===== src/rtl/serial_adder_ctrl.sv =====
// serial_adder_ctrl: bit-serial adder that steps one full_adder over
// WIDTH cycles, LSB first, with registered sum, carry-out and done.
module full_adder (
  input  logic a,
  input  logic b,
  input  logic ci,
  output logic s,
  output logic co
);
  assign s  = a ^ b ^ ci;
  assign co = (a & b) | (ci & (a ^ b));
endmodule

module serial_adder_ctrl #(
  parameter int WIDTH = 8
) (
  input  logic             clock,
  input  logic             reset,
  input  logic             start,
  input  logic [WIDTH-1:0] operand_a,
  input  logic [WIDTH-1:0] operand_b,
  input  logic             carry_in,
  output logic             busy,
  output logic             done,
  output logic [WIDTH-1:0] sum,
  output logic             carry_out
);
  localparam int CW = $clog2(WIDTH) + 1;
  localparam logic [CW-1:0] LAST = CW'(WIDTH - 1);

  typedef enum logic [1:0] {
    S_IDLE,
    S_RUN,
    S_DONE
  } state_t;

  state_t           state;
  logic [WIDTH-1:0] a_sr;
  logic [WIDTH-1:0] b_sr;
  logic [WIDTH-1:0] sum_sr;
  logic             carry_q;
  logic [CW-1:0]    cnt;
  logic             fa_sum;
  logic             fa_carry;
  logic [WIDTH-1:0] sum_nxt;

  full_adder u_fa (
    .a  (a_sr[0]),
    .b  (b_sr[0]),
    .ci (carry_q),
    .s  (fa_sum),
    .co (fa_carry)
  );

  // New result bit enters at the MSB; written as shifts so WIDTH=1 works.
  assign sum_nxt = (sum_sr >> 1) | (WIDTH'(fa_sum) << (WIDTH - 1));

  always_ff @(posedge clock) begin
    if (reset) begin
      state     <= S_IDLE;
      busy      <= 1'b0;
      done      <= 1'b0;
      sum       <= '0;
      carry_out <= 1'b0;
      a_sr      <= '0;
      b_sr      <= '0;
      sum_sr    <= '0;
      carry_q   <= 1'b0;
      cnt       <= '0;
    end else begin
      unique case (state)
        S_IDLE, S_DONE: begin
          done <= 1'b0;
          if (start) begin
            a_sr    <= operand_a;
            b_sr    <= operand_b;
            carry_q <= carry_in;
            cnt     <= '0;
            state   <= S_RUN;
            busy    <= 1'b1;
          end else begin
            state <= S_IDLE;
            busy  <= 1'b0;
          end
        end
        S_RUN: begin
          sum_sr  <= sum_nxt;
          carry_q <= fa_carry;
          a_sr    <= a_sr >> 1;
          b_sr    <= b_sr >> 1;
          cnt     <= cnt + CW'(1);
          if (cnt == LAST) begin
            sum       <= sum_nxt;
            carry_out <= fa_carry;
            state     <= S_DONE;
            busy      <= 1'b0;
            done      <= 1'b1;
          end
        end
        default: begin
          state <= S_IDLE;
          busy  <= 1'b0;
          done  <= 1'b0;
        end
      endcase
    end
  end
endmodule


===== config.mk =====
export PLATFORM = sky130hd
export DESIGN_NAME = serial_adder_ctrl
export DESIGN_NICKNAME = d
export VERILOG_FILES = /design/src/rtl/serial_adder_ctrl.sv
export SDC_FILE = /design/constraint.sdc
export NUM_CORES = 1
export LEC_CHECK = 0
export CAP_MARGIN = 20
export CORE_MARGIN = 2
export CORE_UTILIZATION = 46
export DETAILED_ROUTE_END_ITERATION = 16
export GPL_TIMING_DRIVEN = 1
export PLACE_DENSITY = 0.76
export SKIP_CTS_REPAIR_TIMING = 1
export SYNTH_ARGS = -nofsm -noshare
export SYNTH_HDL_FRONTEND = slang
export SYNTH_SLANG_ARGS = --single-unit

===== constraint.sdc =====
create_clock -name clock -period 1.1 [get_ports clock]
set_input_delay 0.22 -clock clock [delete_from_list [all_inputs] [get_ports clock]]
set_output_delay 0.22 -clock clock [all_outputs]
set_load 0.005 [all_outputs]

==> impl_results.md <==
- I/O Pins: 31
- CP max stage cell: dfxtp_4
- Port buffer count: 30
- Final #Nets: 247
- Fillers: 293
- CTS tree: done
- Post-DP HPWL: 2.26 mm
- Crit end category: flop
- YS warnings: 0
- Status: finished, violations left
- Setup crit start kind: flop
- Number of synthesized flops with an enable pin: 0
- Pre-CTS WS: -0.421 ns
- DRT Wirelength: 3.50 mm
- Most frequent cells in the layout: dfxtp_1, a21oi_1, nand2b_1, nand3_1, clkdlybuf4s50_1
- Largest family of logic cells by synthesized area: simple AND/OR/NAND/NOR gates
- Total gr overflow: 0
- Area after DPL: 2170 um2
- Crit path kind: reg2reg
- CP arrival: 1.33 ns
- ANT nets after route: 0
- Register area: 835 um2
- CP required: 1.28 ns
- Die area: 4230 um2
- Setup Skew: 0.00479 ns
- Synth Flop Type: dfxtp_1
- WHS: 0.464 ns
- Core box area: 3630 um2
- P_leak: 1.07 nW
- Total GRT Usage: 16.4%
- Max Freq: 865 MHz
- Sink Count: 41
- Violated checks: negative setup slack
- DRC violation count after routing: 0
- Fin worst setup slack: -0.0560 ns
- Clock buffer depth: 2
- Adder-Cell Fraction of Synth Area: 1.90%
- Ant diodes: 0
- Slew Limit Fails: 0
- Reg2Reg Setup Slack: -0.06 ns
- CP Max Fanout: 4
- Netlist cell types: 25
- Root buffer cell: clkbuf_8
- FP Rows: 22
- Fin util: 67.6%
- Total CTS buffers: 5
- Die Y: 65.0 um
- Worst-path clk slew: 0.08 ns
- Drt wl/cell: 12.8 um
- Antenna violations before repair: 0
- CP peak stage delay: 0.38 ns
- Final setup viols: 29
- Vias in the first global route: 1,270
- Worst path top cell family by delay: flip-flops
- Drt pass-1 iters: 4
- Synth Area in Compound Gates: 16.2%
- Register area share after synthesis: 47.9%
- Area Growth Syn to Fin: 43.2%
- Netlist Area Pre-Place: 1710 um2
- Asr flop ratio synth: 0%
- H-tree levels: 2
- Xor-xnor portion of the synthesized cell area: 0%
- Max-cap violations: 0
- DR vias: 1,432
- Share of layout cells above drive strength 1: 28.8%
- Die W: 65.0 um
- Period minus WS final: 1.16 ns
- PD cells: 1220 nW/um2
- Gpl congestion: 0.847
- Syn_area_per_cell: 9.37 um2
- Vias per inst: 5.23
- Largest net degree at the start of global routing: 21
- WP buf/inv: 0
- Slew HR: 81.0%
- PnR Total Power: 2.99 mW
- First-pass GRT wire length: 5.41 mm
- Initial Util: 47.2%
- Min-delay worst type: reg2reg
- Period utilization: 105%
- Worst skew pair latency: 0.29 ns
- Area of the multi-input gates: 935 um2
- Most common cell after layout, fill and taps aside: dfxtp_1
- CP Cell Sequence: and2b_2 > nand4_1 > mux2_4
- DRT iter0 DRCs: 68
- Area share of and/or/nand/nor cells after synthesis: 21.4%
- Final Cell Area: 2450 um2
- Synthesized net count: 205
- Mapped Cells: 183
- Worst Max-Slew Pin Slew: 0.284 ns
- #FFs+latches synth: 41
- Post-synthesis mux area share: 6.57%
- RSZ-0062 raised after global routing: yes
- Peak supply drop: 982 uV
- Final Hold Fails: 0
cell families after synthesis:
| group | after synthesis |
|---|---|
| buffers and inverters | 16 |
| AO/OA/AOI/OAI | 46 |
| flip-flops | 41 |
| AND/OR/NAND/NOR | 67 |
| multiplexers | 11 |
| adder cells (fa/ha/maj) | 2 |
worst register-to-register path, cell delays in order (launching register included):
cell	delay, ns
dfxtp_4	0.38
and2b_2	0.21
nand4_1	0.13
mux2_4	0.32
sequential cells by signal (all words and copies together) (netlist names):
name / count
a_sr: 8
sum_sr: 7
carry_out: 1
busy: 1
carry_q: 1
sum: 8
b_sr: 8
done: 1
cnt: 4
state: 2
synth_stat cells (2+ instances only):
library cell / count / area [um2]
nand2_1: 17 / 63.8
buf_2: 5 / 25.0
mux2_1: 2 / 22.5
clkbuf_1: 3 / 11.3
mux2i_1: 9 / 90.1
buf_4: 4 / 30.0
nor2_1: 2 / 7.51
a21oi_1: 29 / 145
buf_6: 3 / 33.8
dfxtp_1: 41 / 821
nand2b_1: 21 / 131
nand3_1: 20 / 100
a22oi_1: 15 / 113
through the flow:
stage	cells	TNS, ns
6_report	274	-0.603
5_1_grt	274	-2.05
4_1_cts	272	-4.94
3_5_place_dp	264	-10.92
3_3_place_gp	264	-10.06
2_1_floorplan	183	0
where the power goes:
part           switching (mW)  internal, mW  total (mW)
combinational           0.217         0.251       0.468
clock                   0.496         0.440       0.936
sequential             0.0426          1.54        1.59
total                   0.755          2.23        2.99
layout make-up:
type,count,share of cell area (%)
timing repair buffer,49,22.0
multi-input combinational,127,38.1
tap,48,2.45
clock buffer,6,2.96
clock inverter,2,0.408
inverter,1,0.153
sequential,41,34.0
metal layers:
metal,vias to the layer above,track usage [%],wire (um)
li1,732,-,-
met1,654,21.5,1600
met2,40,25.0,1680
met3,6,5.21,167
met4,0,6.25,57
met5,-,0,0
worst paths after layout:
path / depth (start not counted) / to / start
worst min-delay path: 2 / sum_sr[2] / sum_sr[3]
worst max-delay path: 3 / cnt[3] / state[0]
worst max register to register: 3 / cnt[3] / state[0]
worst min register to register: 2 / sum_sr[2] / sum_sr[3]
Power figures use the tool's default switching activity.
